### src/rtl/mx_opb_fwd_stage_pkg.sv
// Shared definitions for the operand-B forwarding stage: select encodings
// and default datapath/address widths.
package mx_opb_fwd_stage_pkg;

    // Which value the operand mux picks this cycle.
    typedef enum logic [1:0] {
        SEL_RB  = 2'd0,
        SEL_SE  = 2'd1,
        SEL_FWD = 2'd2
    } opb_sel_e;

    localparam int DEF_WIDTH = 32;
    localparam int DEF_REGW  = 4;
    localparam int DEF_NSRC  = 2;
    localparam int DEF_CNTW  = 16;

    // Width of an index into NSRC sources; at least one bit.
    function automatic int idx_width(input int nsrc);
        return (nsrc > 1) ? $clog2(nsrc) : 1;
    endfunction

endpackage

### src/rtl/mx_opb_fwd_stage_fwd_match.sv
// NSRC-way priority comparator. Source 0 is the youngest and wins ties.
// Reports the winning index, whether the winner is a load (data not yet
// available) and a one-hot of the winner when it can be forwarded.
// Shared with the operand-A stage.
module mx_opb_fwd_stage_fwd_match
    import mx_opb_fwd_stage_pkg::*;
#(
    parameter int NSRC     = DEF_NSRC,
    parameter int REGW     = DEF_REGW,
    parameter bit ZERO_REG = 1'b1,
    parameter int IDXW     = idx_width(NSRC)
) (
    input  logic [REGW-1:0]      rb_addr_i,
    input  logic [NSRC-1:0]      src_valid_i,
    input  logic [NSRC*REGW-1:0] src_addr_i,
    input  logic [NSRC-1:0]      src_is_load_i,
    output logic                 any_hit_o,
    output logic                 load_hit_o,
    output logic [NSRC-1:0]      hit_oh_o,
    output logic [IDXW-1:0]      win_idx_o
);

    logic zero_addr;

    assign zero_addr = ZERO_REG && (rb_addr_i == '0);

    // Scan oldest to youngest so the youngest match is the last one written.
    // A younger load match therefore hides any older forwardable match.
    always_comb begin
        any_hit_o  = 1'b0;
        load_hit_o = 1'b0;
        hit_oh_o   = '0;
        win_idx_o  = '0;
        for (int i = NSRC - 1; i >= 0; i--) begin
            if (src_valid_i[i] && (src_addr_i[i*REGW +: REGW] == rb_addr_i) && !zero_addr) begin
                any_hit_o = 1'b1;
                win_idx_o = IDXW'(i);
            end
        end
        if (any_hit_o) begin
            load_hit_o          = src_is_load_i[win_idx_o];
            hit_oh_o[win_idx_o] = !load_hit_o;
        end
    end

endmodule

### src/rtl/mx_opb_fwd_stage.sv
// Operand-B path at the decode->execute boundary: picks register value,
// immediate or a forwarded value, raises stall on a load-use hazard,
// registers the operand into ID/EX and counts stall cycles (saturating).
//
// Handshake: a decode operand is transferred into ID/EX on a rising edge
// where ex_ready=1 and flush=0; out_valid then equals id_valid with a bubble
// inserted on a hazard. flush drops out_valid and wins over ex_ready. stall
// is purely combinational from the current inputs and ignores ex_ready/flush.
module mx_opb_fwd_stage
    import mx_opb_fwd_stage_pkg::*;
#(
    parameter int WIDTH    = DEF_WIDTH,
    parameter int NSRC     = DEF_NSRC,
    parameter int REGW     = DEF_REGW,
    parameter bit ZERO_REG = 1'b1,
    parameter int CNTW     = DEF_CNTW
) (
    input  logic                  clk,
    input  logic                  reset,
    input  logic [WIDTH-1:0]      in_RB,
    input  logic [WIDTH-1:0]      in_SE,
    input  logic                  S_MXSE,
    input  logic [REGW-1:0]       rb_addr,
    input  logic                  id_valid,
    input  logic [NSRC-1:0]       src_valid,
    input  logic [NSRC*REGW-1:0]  src_addr,
    input  logic [NSRC*WIDTH-1:0] src_data,
    input  logic [NSRC-1:0]       src_is_load,
    input  logic                  ex_ready,
    input  logic                  flush,
    output logic [WIDTH-1:0]      out,
    output logic                  out_valid,
    output logic                  stall,
    output logic [NSRC-1:0]       fwd_hit,
    output logic [CNTW-1:0]       stall_cnt
);

    localparam int IDXW = idx_width(NSRC);

    logic            m_any_hit;
    logic            m_load_hit;
    logic [NSRC-1:0] m_hit_oh;
    logic [IDXW-1:0] m_win_idx;

    opb_sel_e        sel_kind;
    logic            hazard;
    logic [WIDTH-1:0] sel;

    logic [WIDTH-1:0] out_q, out_d;
    logic             out_valid_q, out_valid_d;
    logic [CNTW-1:0]  stall_cnt_q, stall_cnt_d;

    mx_opb_fwd_stage_fwd_match #(
        .NSRC     (NSRC),
        .REGW     (REGW),
        .ZERO_REG (ZERO_REG),
        .IDXW     (IDXW)
    ) u_match (
        .rb_addr_i     (rb_addr),
        .src_valid_i   (src_valid),
        .src_addr_i    (src_addr),
        .src_is_load_i (src_is_load),
        .any_hit_o     (m_any_hit),
        .load_hit_o    (m_load_hit),
        .hit_oh_o      (m_hit_oh),
        .win_idx_o     (m_win_idx)
    );

    // Operand selection: the immediate bypasses matching entirely.
    always_comb begin
        sel_kind = SEL_RB;
        hazard   = 1'b0;
        fwd_hit  = '0;
        if (S_MXSE) begin
            sel_kind = SEL_SE;
        end else if (m_any_hit) begin
            if (m_load_hit) begin
                hazard = 1'b1;
            end else begin
                sel_kind = SEL_FWD;
                fwd_hit  = m_hit_oh;
            end
        end
        case (sel_kind)
            SEL_SE:  sel = in_SE;
            SEL_FWD: sel = src_data[int'(m_win_idx)*WIDTH +: WIDTH];
            default: sel = in_RB;
        endcase
    end

    assign stall = id_valid & hazard;

    // ID/EX next state: flush beats ex_ready; a hazard loads a bubble.
    always_comb begin
        out_d       = out_q;
        out_valid_d = out_valid_q;
        stall_cnt_d = stall_cnt_q;
        if (flush) begin
            out_valid_d = 1'b0;
        end else if (ex_ready) begin
            out_d       = sel;
            out_valid_d = id_valid & ~hazard;
        end
        if (stall && (stall_cnt_q != {CNTW{1'b1}})) begin
            stall_cnt_d = stall_cnt_q + 1'b1;
        end
    end

    // State registers with synchronous reset.
    always_ff @(posedge clk) begin
        if (reset) begin
            out_q       <= '0;
            out_valid_q <= 1'b0;
            stall_cnt_q <= '0;
        end else begin
            out_q       <= out_d;
            out_valid_q <= out_valid_d;
            stall_cnt_q <= stall_cnt_d;
        end
    end

    assign out       = out_q;
    assign out_valid = out_valid_q;
    assign stall_cnt = stall_cnt_q;

endmodule
### config.mk
export PLATFORM = sky130hd
export DESIGN_NAME = mx_opb_fwd_stage
export DESIGN_NICKNAME = d
export VERILOG_FILES = /design/src/rtl/mx_opb_fwd_stage_pkg.sv /design/src/rtl/mx_opb_fwd_stage_fwd_match.sv /design/src/rtl/mx_opb_fwd_stage.sv
export SDC_FILE = /design/constraint.sdc
export NUM_CORES = 1
export LEC_CHECK = 0
export ABC_AREA = 1
export BUFFER_PORTS_ARGS = -buffer_cell sky130_fd_sc_hd__buf_2
export CELL_PAD_IN_SITES_DETAIL_PLACEMENT = 1
export CELL_PAD_IN_SITES_GLOBAL_PLACEMENT = 1
export CORE_ASPECT_RATIO = 1.5
export CORE_UTILIZATION = 30
export DETAILED_ROUTE_END_ITERATION = 6
export PLACE_DENSITY_LB_ADDON = 0.2
export SETUP_SLACK_MARGIN = 0.3
export SYNTH_ARGS = -nofsm -noshare
export SYNTH_HDL_FRONTEND = slang
export SYNTH_HIERARCHICAL = 1
export SYNTH_SLANG_ARGS = --single-unit
### constraint.sdc
create_clock -name clk -period 4.3 [get_ports clk]
set_input_delay 0 -clock clk [delete_from_list [all_inputs] [get_ports clk]]
set_output_delay 0 -clock clk [all_outputs]
set_load 0.03 [all_outputs]
## After elaboration in Yosys (flattened, before gate mapping)

Index checks and enable logic that the tools add are counted.

| word-level totals | value |
|---|---|
| bits of input ports | 150 |
| output and inout bits | 52 |
| word-level logic and storage cells | 46 |
| bits in registers | 49 |

| operators by class | value |
|---|---|
| reductions and logical operators | 11 |
| order comparisons | 2 |
| bitwise gates (word level) | 5 |
| muxes and demuxes | 18 |
| equality and inequality tests | 5 |
| add/subtract/negate cells | 1 |
| shift-type cells | 1 |

Operators with widths:

| operator | count |
|---|---|
| 32-bit one-hot mux with 2 select lines | 1 |
| 64-bit by 7-bit indexed part select with 32-bit output | 1 |
| 16-bit by 1-bit adder with 16-bit output, second input constant | 1 |
| 16-bit inequality test, second input constant | 1 |
| 2-bit two-way mux | 6 |
| 1-bit two-way mux | 10 |
| 4-bit == test | 2 |
| 1-bit logical AND | 6 |
| 4-bit logical NOT | 1 |
| 1-bit bitwise AND | 2 |
| 2-bit bitwise AND | 1 |
| 2-bit by 1-bit == test with 1-bit output, second input constant | 1 |
| 2-bit == test, second input constant | 1 |
| 1-bit logical NOT | 2 |
| 1-bit by 2-bit < comparator with 1-bit output, second input constant | 1 |
| 1-bit inverter | 2 |
| 2-bit AND reduction | 1 |
| 2-bit OR reduction | 1 |
| 1-bit demux with 1-bit select | 1 |
| 1-bit >= comparator, second input constant | 1 |

## Longest topological paths before layout

| depth | value |
|---|---|
| depth after elaboration | 13 |
| gate-level depth with buffers | 18 |
| gate-level depth less buffers | 17 |

## Modules after synthesis

The synthesis kept the hierarchy.

Modules (own cells, without submodules):

| module | cells each | area each (sq um) | times used |
|---|---|---|---|
| mx_opb_fwd_stage | 511 | 3079.2 | 1 |
| mx_opb_fwd_stage_fwd_match | 58 | 245.2 | 1 |

## Worst setup path after synthesis

Ideal clock, no wire load.

| timing | value |
|---|---|
| kind | register -> register |
| start | register stall_cnt_q[0] (netlist: stall_cnt[0]) |
| end | register stall_cnt_q[15] (netlist: stall_cnt[15]) |
| slack | 2.636 ns |
| data arrival time | 1.548 ns |
| stages on the path, launching flop included | 10 |
| buffers on the path | 1 |
| cell sequence | dfxtp_1 > ha_1 > nand2_1 > nor2_1 > nand2_2 > inv_2 > nand3_2 > buf_6 > a21oi_1 > nor2_1 |

| between the ends | value |
|---|---|
| word-level cells in the longest chain between the ends | 2 |
| elaborated cells on any way between the ends | 3 |

RTL lines:

| element | RTL line | text |
|---|---|---|
| start, declared | mx_opb_fwd_stage.sv:51 | `logic [CNTW-1:0] stall_cnt_q, stall_cnt_d;` |
| start signal, assigned | mx_opb_fwd_stage.sv:118 | `stall_cnt_q <= stall_cnt_d;` |
| parallel branches: the longest is 2 deep, another holds 16-bit by 1-bit adder with 16-bit output | -- |  |

Parallel ways; which one is timed is not known.
A chain may end at the register's enable or synchronous reset.

## Worst setup path in the final report

| timing | value |
|---|---|
| start | input rb_addr[3] |
| end | register out_q[15] (netlist: out[15]) |

| between the ends | value |
|---|---|
| word-level cells in the longest chain between the ends | 13 |
| elaborated cells on any way between the ends | 21 |

RTL lines:

| element | RTL line | text |
|---|---|---|
| start, declared | mx_opb_fwd_stage.sv:23 | `input logic [REGW-1:0] rb_addr,` |
| 4-bit == test or 4-bit logical NOT (tied branches) | mx_opb_fwd_stage_fwd_match.sv:35, mx_opb_fwd_stage_fwd_match.sv:25 |  |
| 1-bit logical AND or 1-bit logical NOT (tied branches) | mx_opb_fwd_stage_fwd_match.sv:35 | `if (src_valid_i[i] && (src_addr_i[i*REGW +: REGW] == rb_addr_i) && !zero_addr) begin` |
| 1-bit logical AND | mx_opb_fwd_stage_fwd_match.sv:35 |  |
| 1-bit two-way mux (2 in series) | mx_opb_fwd_stage_fwd_match.sv:35 |  |
| 1-bit two-way mux (not written as such) (2 in series) | mx_opb_fwd_stage_fwd_match.sv:41 | `load_hit_o = src_is_load_i[win_idx_o];` |
| 1-bit two-way mux (*) | mx_opb_fwd_stage_fwd_match.sv:40 | `if (any_hit_o) begin` |
| named net m_load_hit | mx_opb_fwd_stage.sv:41 | `logic m_load_hit;` |
| 2-bit two-way mux (*) | mx_opb_fwd_stage.sv:77 | `if (m_load_hit) begin` |
| 2-bit two-way mux (*) | mx_opb_fwd_stage.sv:76 | `end else if (m_any_hit) begin` |
| 2-bit two-way mux (*) | mx_opb_fwd_stage.sv:74 | `if (S_MXSE) begin` |
| 2-bit == test or 2-bit by 1-bit == test with 1-bit output (tied branches) | mx_opb_fwd_stage.sv:84 | `case (sel_kind)` |
| 32-bit one-hot mux with 2 select lines (*) | mx_opb_fwd_stage.sv:84 |  |
| end signal, assigned | mx_opb_fwd_stage.sv:116 | `out_q <= out_d;` |
| end, declared | mx_opb_fwd_stage.sv:49 | `logic [WIDTH-1:0] out_q, out_d;` |

Mark *: on every way through the listed nets, which the timed path passes. The rest lies on a longest branch. The select of a mux whose other input is x is not followed.

==> flow_summary.yaml <==
outcome:
  status: "finished clean"
cells_and_area:
  syn_to_final_growth_pct: 38.1
  drive_gt1_frac: 0.317
  fin_area_mm2: 0.00459
  antenna_cells: 0
  final_nets: 908
  fin_cells: 902
worst_setup_path:
  crit_end: "out[15]"
  r2r_cells: 8
  timing.rr.start: "stall_cnt[0]"
  worstPathArrival_ns: 2.37
  timing.critical_path.mode_cell: "nand2_1"
  slowest_stage: "inv_1"
  r2r_end: "stall_cnt[15]"
  worstPathRequired_ns: 4.54
  start_kind: "input port"
  path_max_fanout: 30
  end_kind: "flop"
  r2r_slack_ns: 2.62
  max_stage_delay_ns: 0.80
  crit_start: "rb_addr[3]"
  critical_path_class: "in2reg"
  critical_path.cell_chain: "buf_2 -> inv_2 -> nand2_1 -> nand2_1 -> nor2_2 -> nand3_2 -> nand2_1 -> nand2_1 -> nand2_1 -> nor2_2 -> inv_1 -> nand3_1 -> inv_1 -> nand2_1 -> nand4_1 -> o211ai_1 -> inv_1"
global_routing:
  grtUsageTotal: 0.238
  grt_pass1_vias: 4661
  grt_pass1_wl_um: 21300
  grt_max_degree: 36
  globalRouteOverflowTotal: 0
  antenna_found_initial: 0
logic_synthesis:
  synth_top_family_by_area: "simple AND/OR/NAND/NOR gates"
  synth_cell_types: 28
  synth.mux.area_fraction: 0
  ys.flop_type: "dfxtp_1"
  synth_xor_xnor_area_share: 0.00790
  ys.warnings.count: 6
  synth_edf_count: 0
  synth-simple-area-share: 0.466
  synthAdderAreaFrac: 0.00376
  synth.top_cells.by_count: "nand2_1 (254), inv_1 (62), dfxtp_1 (49), nor2_1 (42), nand4_1 (31)"
  synth_compound_area_frac: 0.108
  ys_ff_latch: 49
  netlist_top_cells_area: "dfxtp_1 (30%), nand2_1 (29%), inv_1 (7.0%)"
  synthDominantCellAreaShare: 0.295
  syn_area_mm2: 0.00332
  yosysTopAreaCell: "dfxtp_1"
  async_flop_share: 0
  synth_fp_nets: 720
  synthCells: 569
  synth_most_common_cell: "nand2_1"
  syn_avg_cell_area_um2: 5.84
  yosysSeqAreaShare: 0.295
min_path:
  hp-class: "in2reg"
die:
  die_area_mm2: 0.0115
  initial_core_util: 0.311
  core_area_mm2: 0.0107
  rows: 46
  die_y_um: 131
  die_w_um: 88.0
  io_pins: 202
place:
  dpl-instance-area_mm2: 0.00441
  routabilityCongestion: 0.832
  dp_hpwl_um: 10300
  portBuffers: 201
  dp_cells: 890
timing:
  finalCritPeriodShare: 0.495
  timing.fmax_ghz: 0.470
  setup_viol: 0
  slew_headroom: 0.262
  worst_pin_slew_ns: 1.11
  finalCriticalPeriod_ns: 2.13
  report.final.hold_viol_count: 0
  rsz0062_at_grt: "false"
  hold_ws_ns: 0.0136
  setup-tns-final_ns: 0
  skew_ns: 0.00853
  finalMaxSlewViolations: 0
cts:
  clk_pin_slew_worst_paths_ns: 0.07
  holdBufCountCts: 4
  root_buffer: "clkbuf_16"
  tritoncts: "built"
  post-cts-setup-buffers: 0
  cts_made_buffers: 5
  cts_buffer_depth: 2
  insertion_delay_ns: 0.29
  htree_levels: 2
  cts_sinks: 49
  cts.repair.resized: 0
detailed_routing:
  via_per_inst: 4.85
  via_count: 4376
  ant_nets: 0
  wl_per_cell_um: 14.7
  drc: 0
  drt_iter0_drc: 94
  dr.pass1.iters: 4
  wl_um: 13200
run:
  drv_cap: 0
pwr:
  leakagePower_uw: 0.00256
  p_per_area_mw_per_mm2: 253
  vdd_drop_max_uv: 133
  fin_total_pwr_uw: 1160
-- worst min path at each step --
stage	start	to	slack (ns)	depth (start not counted)
4_1_cts	in_SE[29]	out[29]	0.02	3
2_1_floorplan	reset	stall_cnt[0]	0.07	1
6_report	in_SE[29]	out[29]	0.01	3
3_5_place_dp	flush	out_valid	0.24	2
5_1_grt	in_SE[29]	out[29]	0.04	3
3_3_place_gp	flush	out_valid	0.22	2
-- critical path: cells and delay by family --
kind | cells | cell delay, ns
compound gates | 1 | 0.09
buf+inv | 5 | 1.12
simple gates | 11 | 1.13
-- report_power, final --
part / switching, µW / internal (µW)
clock: 184 / 214
sequential: 11.0 / 475
combinational: 168 / 109
-- cell usage in the layout (no fill, tap or decap), drive strengths merged --
| master | instances |
|---|---|
| nor2 | 54 |
| dfxtp | 49 |
| nand2 | 258 |
| a31oi | 1 |
| xor2 | 2 |
| inv | 68 |
| o21ai | 5 |
| clkbuf | 5 |
| a21oi | 19 |
| nor4 | 1 |
| nand3 | 19 |
| nor3 | 1 |
| clkinv | 3 |
| dlygate4sd3 | 4 |
| buf | 205 |
| ha | 1 |
| o211ai | 30 |
| xnor2 | 1 |
| clkinvlp | 1 |
| nand4 | 31 |
-- cells by family after synthesis --
family,Yosys count
AO/OA/AOI/OAI,55
buffers and inverters,97
XOR/XNOR,3
flip-flops,49
adder cells (fa/ha/maj),1
AND/OR/NAND/NOR,364
-- registers in the layout (all words and copies together), names as in the netlist --
register,flops
out,32
stall_cnt,16
out_valid,1
-- layout make-up --
| cell class | instances | area, µm² |
|---|---|---|
| Multi-Input combinational cell | 423 | 1950 |
| Clock buffer | 5 | 125 |
| Inverter | 69 | 259 |
| Clock inverter | 3 | 17.5 |
| Fill cell | 1554 | 6120 |
| Sequential cell | 49 | 981 |
| Timing Repair Buffer | 209 | 1080 |
| Tap cell | 144 | 180 |
-- metrics by stage --
step,utilization,worst slack (ns)
floorplan,-,2.64
global placement,0.412,1.96
detailed placement,0.412,1.81
CTS,0.429,2.14
global route,0.429,1.84
finish,0.429,2.17
-- layer usage --
metal  global-route usage  vias to the layer above  wire [µm]
met5                    0                        -          0
met4               0.0945                        0        354
met3               0.0521                       23        645
met2                0.466                      119       7340
met1                0.235                     2062       4900
li1                     -                     2172          -
(Power assumes the default switching activity.)
